<file path="src/rtl/mmio_xbar.sv">
// Registered MMIO crossbar: base/mask decode, request handshake,
// device timeout and bus-error reporting.
module mmio_xbar #(
  parameter int                   N_DEVS    = 8,
  parameter logic [N_DEVS*32-1:0] DEV_BASE  = {N_DEVS{32'h0}},
  parameter logic [N_DEVS*32-1:0] DEV_MASK  = {N_DEVS{32'hFFFFFFFF}},
  parameter int                   TIMEOUT   = 255,
  parameter logic [31:0]          ERR_RDATA = 32'hDEADBEEF
) (
  input  logic                   sys_clk,
  input  logic                   rst_n,
  input  logic                   mmio_read,
  input  logic                   mmio_write,
  input  logic [31:0]            mmio_addr,
  input  logic [31:0]            mmio_write_data,
  output logic                   mmio_done,
  output logic [31:0]            mmio_read_data,
  output logic                   mmio_error,
  output logic [31:0]            err_addr,
  output logic [N_DEVS-1:0]      dev_sel,
  output logic                   dev_read,
  output logic                   dev_write,
  output logic [31:0]            dev_addr,
  output logic [31:0]            dev_wdata,
  input  logic [N_DEVS-1:0]      dev_done,
  input  logic [N_DEVS*32-1:0]   dev_rdata
);

  typedef enum logic [1:0] {
    IDLE, ACCESS, RESP, RELEASE
  } state_t;

  localparam logic [15:0] TO_LAST = 16'(TIMEOUT - 1);

  state_t state, state_d;
  logic [15:0] cnt;
  logic [N_DEVS-1:0] hit_oh;
  logic hit_any;
  logic sel_done;
  logic [31:0] sel_rdata;
  logic req, bad_op;
  logic resp_go, resp_err;
  logic [31:0] resp_data;

  assign req    = mmio_read | mmio_write;
  assign bad_op = mmio_read & mmio_write;

  // Lowest matching channel wins.
  always_comb begin
    hit_oh  = '0;
    hit_any = 1'b0;
    for (int i = 0; i < N_DEVS; i++) begin
      if (!hit_any &&
          ((mmio_addr & DEV_MASK[32*i +: 32]) ==
           (DEV_BASE[32*i +: 32] & DEV_MASK[32*i +: 32]))) begin
        hit_oh[i] = 1'b1;
        hit_any   = 1'b1;
      end
    end
  end

  always_comb begin
    sel_done  = |(dev_done & dev_sel);
    sel_rdata = '0;
    for (int i = 0; i < N_DEVS; i++) begin
      if (dev_sel[i]) sel_rdata = sel_rdata | dev_rdata[32*i +: 32];
    end
  end

  always_comb begin
    state_d   = state;
    resp_go   = 1'b0;
    resp_err  = 1'b0;
    resp_data = '0;
    unique case (state)
      IDLE: begin
        if (req) begin
          if (bad_op || !hit_any) begin
            state_d  = RESP;
            resp_go  = 1'b1;
            resp_err = 1'b1;
          end else begin
            state_d = ACCESS;
          end
        end
      end
      ACCESS: begin
        if (sel_done) begin
          state_d   = RESP;
          resp_go   = 1'b1;
          resp_data = dev_read ? sel_rdata : 32'h0;
        end else if (cnt == TO_LAST) begin
          state_d  = RESP;
          resp_go  = 1'b1;
          resp_err = 1'b1;
        end
      end
      RESP:    state_d = RELEASE;
      RELEASE: if (!req) state_d = IDLE;
      default: state_d = IDLE;
    endcase
  end

  always_ff @(posedge sys_clk or negedge rst_n) begin
    if (!rst_n) begin
      state          <= IDLE;
      cnt            <= '0;
      mmio_done      <= 1'b0;
      mmio_read_data <= '0;
      mmio_error     <= 1'b0;
      err_addr       <= '0;
      dev_sel        <= '0;
      dev_read       <= 1'b0;
      dev_write      <= 1'b0;
      dev_addr       <= '0;
      dev_wdata      <= '0;
    end else begin
      state          <= state_d;
      mmio_done      <= resp_go;
      mmio_error     <= resp_go & resp_err;
      mmio_read_data <= !resp_go ? 32'h0 :
                        resp_err ? ERR_RDATA : resp_data;
      if (state == ACCESS && !resp_go) cnt <= cnt + 16'd1;
      else cnt <= '0;
      if (state == IDLE && req) begin
        dev_addr  <= mmio_addr;
        dev_wdata <= mmio_write_data;
      end
      if (state == IDLE && state_d == ACCESS) begin
        dev_sel   <= hit_oh;
        dev_read  <= mmio_read;
        dev_write <= mmio_write;
      end
      // Strobes drop together with the completion pulse.
      if (resp_go) begin
        dev_sel   <= '0;
        dev_read  <= 1'b0;
        dev_write <= 1'b0;
      end
      if (resp_go && resp_err)
        err_addr <= (state == IDLE) ? mmio_addr : dev_addr;
    end
  end

endmodule

</file>
<file path="config.mk">
export PLATFORM = sky130hd
export DESIGN_NAME = mmio_xbar
export DESIGN_NICKNAME = d
export VERILOG_FILES = /design/src/rtl/mmio_xbar.sv
export SDC_FILE = /design/constraint.sdc
export NUM_CORES = 1
export LEC_CHECK = 0
export CAP_MARGIN = 15
export CORE_AREA = 2 2 183 185
export CTS_CLUSTER_DIAMETER = 40
export DETAILED_ROUTE_END_ITERATION = 12
export DIE_AREA = 0 0 185 187
export GPL_TIMING_DRIVEN = 0
export SETUP_SLACK_MARGIN = 0.2
export SLEW_MARGIN = 20
export SYNTH_ARGS = -nofsm -noshare
export SYNTH_HDL_FRONTEND = slang
export SYNTH_SLANG_ARGS = --single-unit
</file>
<file path="constraint.sdc">
create_clock -name sys_clk -period 1.8 [get_ports sys_clk]
set_clock_uncertainty 0.05 [all_clocks]
set_input_delay 0.36 -clock sys_clk [delete_from_list [all_inputs] [get_ports sys_clk]]
set_output_delay 0.36 -clock sys_clk [all_outputs]
set_load 0.02 [all_outputs]
</file>
# Word-level counts from Yosys, hierarchy flattened

Cells that the tools add are included.

Register bits: 158
Bits in latches: 0
Memory bits (writable): 0
Bits in read-only memories: 0
Input bits: 332
Logic and storage cells: 102
Memories kept: 0

Add/sub/neg operators: 1
Multiply operators: 0
Divide/modulo/power cells: 0
$lt $le $gt $ge: 0
Eq/ne operators: 5
Shift-type cells: 0
Mux-type cells: 49
Bitwise gates (word level): 11
Reductions and logical operators: 25

Operators with widths:

| operator                                        | number |
|---|---|
| two-way mux 32 bit                              | 14 |
| OR 32 bit                                       | 7 |
| logical NOT 32 bit                              | 1 |
| two-way mux 1 bit                               | 24 |
| adder 16 x 1 -> 16 bit (second input constant)  | 1 |
| == test 16 x 8 -> 1 bit (second input constant) | 1 |
| two-way mux 16 bit                              | 1 |
| two-way mux 8 bit                               | 2 |
| logical AND 1 bit                               | 11 |
| two-way mux 2 bit                               | 5 |
| logical NOT 1 bit                               | 9 |
| AND 8 bit                                       | 1 |
| case mux 2 bit (4 select lines)                 | 1 |
| OR reduction 8 bit                              | 1 |
| == test 2 x 1 -> 1 bit (second input constant)  | 2 |
| == test 2 bit (second input constant)           | 2 |
| case mux 1 bit (2 select lines)                 | 2 |
| AND 1 bit                                       | 2 |
| logical NOT 2 bit                               | 1 |
| nonzero test 2 bit                              | 1 |
| logical OR 1 bit                                | 1 |
| OR 1 bit                                        | 1 |

# Longest topological paths before layout

Gate-level depths: netlist (run 1).

Word-level depth: 32
Gate-level depth with buffers: 8
Gate-level depth less buffers: 7

# Worst setup path after synthesis (run 1)

OpenSTA, ideal clock, no wires.

Path kind: reg2reg
Start point: reg cnt[0]
End point: reg err_addr[25]
Setup time: 125 ps
Arrival time: 1,689 ps
Data required time: 1,625 ps
Slack: -65 ps
Cell stages (with the launch flop): 9
Clock period less this slack: 1,865 ps
Path through: dfrtp_1 -> inv_1 -> ha_1 -> and4b_1 -> nand4_1 -> o211ai_2 -> buf_6 -> buf_6 -> mux2_4

Longest elaborated chain between the ends: 5
Elaborated cells on any way between the ends: 7
Classes of those cells: eq/ne (1); mux (5); reduce/logical (1)

RTL lines:

| element                         | RTL line | source |
|---|---|---|
| start, declared                 | 36       | `logic [15:0] cnt;` |
| start signal, assigned          | 123      | `if (state == ACCESS && !resp_go) cnt <= cnt + 16'd1;` |
| == test 16 x 8 -> 1 bit *       | 92       | `end else if (cnt == TO_LAST) begin` |
| two-way mux 1 bit *             | 92       |  |
| two-way mux 1 bit               | 88       | `if (sel_done) begin` |
| case mux 1 bit (2 select lines) | 75       | `unique case (state)` |
| logical AND 1 bit *             | 140      | `if (resp_go && resp_err)` |
| end signal, assigned            | 141      | `err_addr <= (state == IDLE) ? mmio_addr : dev_addr;` |
| end, declared                   | 19       | `output logic [31:0] err_addr,` |

Mark *: on every way between the ends. The rest lies on a longest branch, timed or not.
A chain may end at the register's enable or synchronous reset.

# Worst setup path after layout (run 1)

Start point: reg cnt[0]
End point: reg err_addr[2]

Same word-level chain as after synthesis.

==> results.cfg, run 1 <==
[run]
cap_viol_max_count = 0

[global_routing]
grt_busiest_layer = met2
use_met2_pct = 17.3
use_met3_pct = 4.67
antenna_found_initial = 4
grt_max_degree = 79
grtUsageTotal_pct = 11.4
use_met1_pct = 14.6
grt_pass1_wl_mm = 30.2
first_global_vias = 5276
grt_overflow_total = 0

[clock_tree]
clockBufferDepth = 2
cts_sinks = 151
root_buffer = clkbuf_16
clock_latency_ns = 0.42
htree_levels = 4
cts_tree = yes
cts_buffers = 17
path_clk_slew_ns = 0.07

[worst_setup_path]
cp_cell_sequence = inv_1, ha_1, and4b_1, nand4_1, o211ai_4, buf_8, buf_12, mux2_2
crit_path_start_kind = register
cp_num_buf_inv = 3
rr_worst_depth = 8
required_ns = 2.05
crit_path_end_kind = register
reg2reg_to = err_addr[2]$_DFFE_PN0P_
cp-endpoint = err_addr[2]$_DFFE_PN0P_
cp.depth = 8
arrival_ns = 2.36
path_class = register to register
critPathMaxFanout = 5
max_stage_delay_ns = 0.40
reg2reg_slack_ns = -0.31
reg2reg_from = cnt[0]$_DFF_PN0_
crit_family = flip-flops
crit_start = cnt[0]$_DFF_PN0_
critPathSlowestCell = dfrtp_1

[logic_synthesis]
yosys-top-cells-count = nand2_1 (208), dfrtp_1 (151), mux2_2 (59)
synth_edf_count = 0
ys.flop_type = dfrtp_1
avgSynthCellArea_um2 = 10.9
yosys.area_share.simple_pct = 18.1
synth_area_leaders = dfrtp_1 (61%), nand2_1 (13%), mux2_2 (11%), a21o_1 (2.9%), xor2_1 (1.4%)
yosys_warnings = 0
synth_top_area_share_pct = 60.7
synth_xor_area_share_pct = 1.69
synth_top_family_by_area = simple AND/OR/NAND/NOR gates
yosysUniqueCellTypes = 32
ys_ff_latch = 151
synth_cells = 573
yosysSeqAreaShare_pct = 60.7
yosysMostFrequentCell = nand2_1
synth_compound_area_share_pct = 4.06
synthAdderAreaFrac_pct = 0.402
synth_top_area_cell = dfrtp_1
synthMuxAreaShare_pct = 11.9
async_flop_share_pct = 100
netlist_area_mm2 = 0.00622

[place]
post-place-ws_ns = -1.14
numPlacedInstances = 1261
place.gp.congestion = 0.755
io_buffers = 233
place_hpwl_mm = 13.6

[run_status]
violations = negative setup slack
outcome = finished, violations left

[routing]
drc_errors = 0
drtIter0Drc = 152
drt_first_pass_iters = 4
ant_nets = 0
via_per_inst = 3.92
drt-total-wl_mm = 20.6
wl_per_cell_um = 15.4
vias = 5246

[floorplanning]
rows = 67
num_io_pins = 472
die_w_um = 185
core-area_mm2 = 0.0329
dieArea_mm2 = 0.0346
initial_utilization_pct = 18.9
die_height_um = 187

[cells_and_area]
fillers = 3350
fin_nets = 1211
final_util_pct = 32.8
antennaDiodeCount = 0
finalNonFillerCells = 1338
syn2layout_area_growth_pct = 73.3
drive_gt1_share_pct = 37.6

[power]
intPower_mw = 11.4
pwr_density_cell_mw_per_mm2 = 1730
peakVddDrop_mv = 1.07
pwr-share-seq_pct = 30.7
clkPwrFrac_pct = 19.2
p_comb_share_pct = 50.1
leakagePower_nw = 5.27
switchingPower_mw = 7.30
switching_share_pct = 39.1

[timing]
max_freq_mhz = 475
setup_tns_ns = -13.54
finalHoldViolations = 0
setup_viol = 59
maxSlewHeadroom_pct = 61.2
worst_slack_ns = -0.307
hold_ws_ns = 0.107
fin_crit_ns = 2.11
min_period_over_period_pct = 117
rsz0062_at_grt = true
slew_violations = 0
tightest_slew_ns = 0.582

[worst_hold_path]
hp-class = input port to register
## layout by cell type (no fill, tap or decap), types with 24 or more instances in the layout
master and count:
a21o_1 24, buf_4 35, clkbuf_2 36, clkdlybuf4s15_1 33, clkdlybuf4s50_1 68, dfrtp_1 149, dlygate4sd2_1 84, mux2_2 58
nand2_1 123, nand2_2 61, nand2_4 24
## worst min path at each step
stage,startpoint,to,slack (ns),depth (start not counted)
6_report,mmio_addr[16],dev_addr[16]$_DFFE_PN0P_,0.11,3
5_1_grt,mmio_addr[16],dev_addr[16]$_DFFE_PN0P_,0.10,3
4_1_cts,mmio_addr[30],dev_addr[30]$_DFFE_PN0P_,0.11,3
3_5_place_dp,rst_n,err_addr[15]$_DFFE_PN0P_,0.34,1
3_3_place_gp,dev_wdata[24]$_DFFE_PN0P_,dev_wdata[24]$_DFFE_PN0P_,0.41,2
2_1_floorplan,rst_n,cnt[0]$_DFF_PN0_,0.01,0
## power by group through the flow
| stage | sequential, mW | combinational, mW | clock (mW) |
|---|---|---|---|
| floorplan | 7.07 | 2.89 | 0 |
| global placement | 5.52 | 8.28 | 0 |
| detailed placement | 5.55 | 8.37 | 0 |
| CTS | 5.51 | 8.28 | 3.71 |
| global route | 5.91 | 10.0 | 3.85 |
| finish | 5.73 | 9.34 | 3.59 |
## logic make-up after synthesis
| group | count (synthesis) |
|---|---|
| adder cells (fa/ha/maj) | 2 |
| buffers and inverters | 37 |
| AND/OR/NAND/NOR | 270 |
| other | 1 |
| multiplexers | 64 |
| flip-flops | 151 |
| AO/OA/AOI/OAI | 36 |
| XOR/XNOR | 12 |
## metrics by stage
stage | instance area, um^2 | power, mW
finish | 10800 | 18.7
detailed placement | 9210 | 13.9
floorplan | 6270 | 9.97
global placement | 9170 | 13.8
CTS | 10100 | 17.5
global route | 10800 | 19.8
## per-layer routing
layer,wire length [um],share of wire (%)
met5,47,0.23
met3,1700,8.3
met4,221,1.1
met2,9290,45
met1,9280,45
## state kept, by name, summed over array words and instances, names as in the netlist
register and count:
dev_sel 1, err_addr 32, dev_write 1, mmio_read_data 32
mmio_error 1, dev_wdata 32, dev_addr 32, cnt 16
state 2, mmio_done 1, dev_read 1
## timing repair
action | CTS | global route
pin swaps | 16 | 129
gates cloned | 4 | 6
resized for setup | 282 | 262
endpoints found under the hold margin | 73 | 0
setup endpoints to repair | 280 | 169
buffers inserted | 22 | 13
hold buffers | 1 | 0
## area by class of cell
type / count / area (um^2) / share of cell area (%)
Sequential cell: 151 / 3780 / 35.1
Multi-Input combinational cell: 391 / 2830 / 26.2
Timing Repair Buffer: 280 / 2670 / 24.7
Tap cell: 448 / 561 / 5.20
Clock buffer: 21 / 470 / 4.36
Buffer: 35 / 360 / 3.34
Clock inverter: 11 / 114 / 1.06
Inverter: 1 / 3.75 / 0.0348
## worst reg2reg max path, cell delays in order, from the launching register on
cell,delay (ns)
dfrtp_1,0.40
inv_1,0.07
ha_1,0.14
and4b_1,0.18
nand4_1,0.20
o211ai_4,0.33
buf_8,0.19
buf_12,0.11
mux2_2,0.32
(Power assumes the default switching activity.)
==> run 2: changes to the inputs <==
CORE_AREA = 2 2 186 188   (was 2 2 183 185)
DIE_AREA = 0 0 188 190   (was 0 0 185 187)
DONT_BUFFER_PORTS = 1   (was not set)
==> results.cfg, run 2 (synthesized netlist as in run 1, its figures left out) <==
[cells_and_area]
fin_area_mm2 = 0.00925
drive_gt1_share_pct = 30.0
syn2layout_area_growth_pct = 48.5
final_cell_mix = nand2_1 (173), dfrtp_1 (148), dlygate4sd3_1 (92)
fin_nets = 1060
antennaDiodeCount = 0
layout_commonest_cell = nand2_1

[worst_setup_path]
cp-endpoint = err_addr[19]$_DFFE_PN0P_
cp_cell_sequence = inv_1, ha_1, and4b_1, nand4_1, o211ai_2, buf_6, buf_12, mux2_2
max_stage_delay_ns = 0.37
reg2reg_from = cnt[0]$_DFF_PN0_
cp.depth = 8
crit_start = cnt[0]$_DFF_PN0_
crit_family = flip-flops
crit_path_end_kind = register
reg2reg_to = err_addr[19]$_DFFE_PN0P_
critPathSlowestCell = dfrtp_1
critPathMaxFanout = 10
arrival_ns = 2.20
path_class = register to register
required_ns = 2.06
cp_num_buf_inv = 3
crit_path_start_kind = register
rr_worst_depth = 8
reg2reg_slack_ns = -0.14

[routing]
via_per_inst = 3.92
drtIter0Drc = 196
drt_first_pass_iters = 4
wl_met1_mm = 8.76
wl_met2_mm = 8.73
vias = 4686
drc_errors = 0
drt-total-wl_mm = 19.7
wl_per_cell_um = 16.5
ant_nets = 0
dr_wl_met3_mm = 1.81
dr.max_layer_used = met4

[timing]
hold_ws_ns = -0.425
rsz0062_at_grt = true
setup_viol = 51
fin_crit_ns = 1.94
slew_violations = 0
max_freq_mhz = 515
min_period_over_period_pct = 108
finalHoldViolations = 151
worst_slack_ns = -0.140

[global_routing]
grtUsageTotal_pct = 10.4
grt_pass1_wl_mm = 28.2
grt_max_degree = 152
first_global_vias = 4813
grt_overflow_total = 0
antenna_found_initial = 1

[clock_tree]
path_clk_slew_ns = 0.07
ctsHoldBuffers = 92
cts_tree = yes
cts_buffers = 17
root_buffer = clkbuf_16
clockBufferDepth = 2
cts_sinks = 151
clock_latency_ns = 0.43
htree_levels = 4

[floorplanning]
die_height_um = 190
core-area_mm2 = 0.0339
dieArea_mm2 = 0.0357
num_io_pins = 472
die_w_um = 188
initial_utilization_pct = 18.3
rows = 68

[run_status]
violations = negative hold slack, negative setup slack
outcome = finished, violations left

[run]
cap_viol_max_count = 0

[power]
pwr_density_cell_mw_per_mm2 = 1770
leakagePower_nw = 4.42
power.total_mw = 16.4
peakVddDrop_mv = 0.827

[place]
io_buffers = 0
placed_cell_area_mm2 = 0.00685
place_hpwl_mm = 12.6
place.gp.congestion = 0.752

[worst_hold_path]
hp-class = input port to async pin
==> run 2: changes by cell type in the layout (fill, tap and decap cells not counted), moves of 12 or more <==
cell / previous run / this run
buf_4: 35 / 23
clkbuf_2: 36 / 6
clkdlybuf4s15_1: 33 / 0
clkdlybuf4s50_1: 68 / 0
dlygate4sd2_1: 84 / 0
dlygate4sd3_1: 1 / 92
mux2_2: 58 / 44
mux2_4: 6 / 20
nand2_1: 123 / 173
nand2_2: 61 / 30
nand2_4: 24 / 5
==> run 2: worst min path at each step <==
stage | from | endpoint | slack [ns]
6_report | rst_n | mmio_read_data[10]$_DFF_PN0_ | -0.43
5_1_grt | rst_n | mmio_read_data[10]$_DFF_PN0_ | -0.45
4_1_cts | rst_n | mmio_read_data[2]$_DFF_PN0_ | -0.45
3_5_place_dp | rst_n | mmio_read_data[12]$_DFF_PN0_ | 0.02
3_3_place_gp | rst_n | mmio_read_data[12]$_DFF_PN0_ | 0.02
2_1_floorplan | rst_n | cnt[0]$_DFF_PN0_ | 0.01
==> run 2: worst reg2reg max path, delay by kind of cell (launching register included) <==
family,cells,cell delay (ns)
compound gates,1,0.25
fa+ha+maj,1,0.14
buf+inv,3,0.36
flops,1,0.37
mux,1,0.34
simple gates,2,0.33
==> run 2: layout make-up <==
cell class | instances | area [um^2]
fillers | 3486 | 24700
flip-flops and latches | 151 | 3780
multi-input cells | 391 | 2580
repair buffers | 128 | 1390
well taps | 455 | 569
clock buffers | 19 | 433
plain buffers | 36 | 378
clock inverters | 13 | 111
inverters | 1 | 3.75
==> run 2: repair_timing <==
| item | in CTS | in global routing |
|---|---|---|
| hold endpoints to repair | 243 | 151 |
| resized for setup | 67 | 104 |
| gates cloned | 2 | 5 |
| buffers inserted | 16 | 13 |
| endpoints found under the setup margin | 149 | 142 |
| pin swaps | 4 | 43 |
==> run 2: layer usage <==
layer | up-vias | GRT usage, %
met5 | - | 0
met4 | 0 | 3.66
met3 | 25 | 3.98
met2 | 224 | 15.6
met1 | 2257 | 13.7
li1 | 2180 | -
==> run 2: report_power, final <==
part | switching, mW | leakage, nW | internal, mW
Combinational | 2.27 | 2.25 | 3.19
Sequential | 2.83 | 1.91 | 4.75
Clock | 1.57 | 0.254 | 1.80
==> run 2: metrics by stage <==
| stage | cells | setup slack, ns | utilization (%) | setup TNS, ns | hold WS, ns |
|---|---|---|---|---|---|
| 6_report | 1194 | -0.140 | 27.2 | -4.31 | -0.425 |
| 5_1_grt | 1194 | -0.254 | 27.2 | -10.10 | -0.451 |
| 4_1_cts | 1176 | -0.206 | 25.8 | -7.10 | -0.450 |
| 3_5_place_dp | 1034 | -0.988 | 20.2 | -85.82 | 0.0178 |
| 3_3_place_gp | 1034 | -1.05 | 20.2 | -102.74 | 0.0183 |
| 2_1_floorplan | 579 | -0.0108 | - | -0.0541 | 0.0144 |
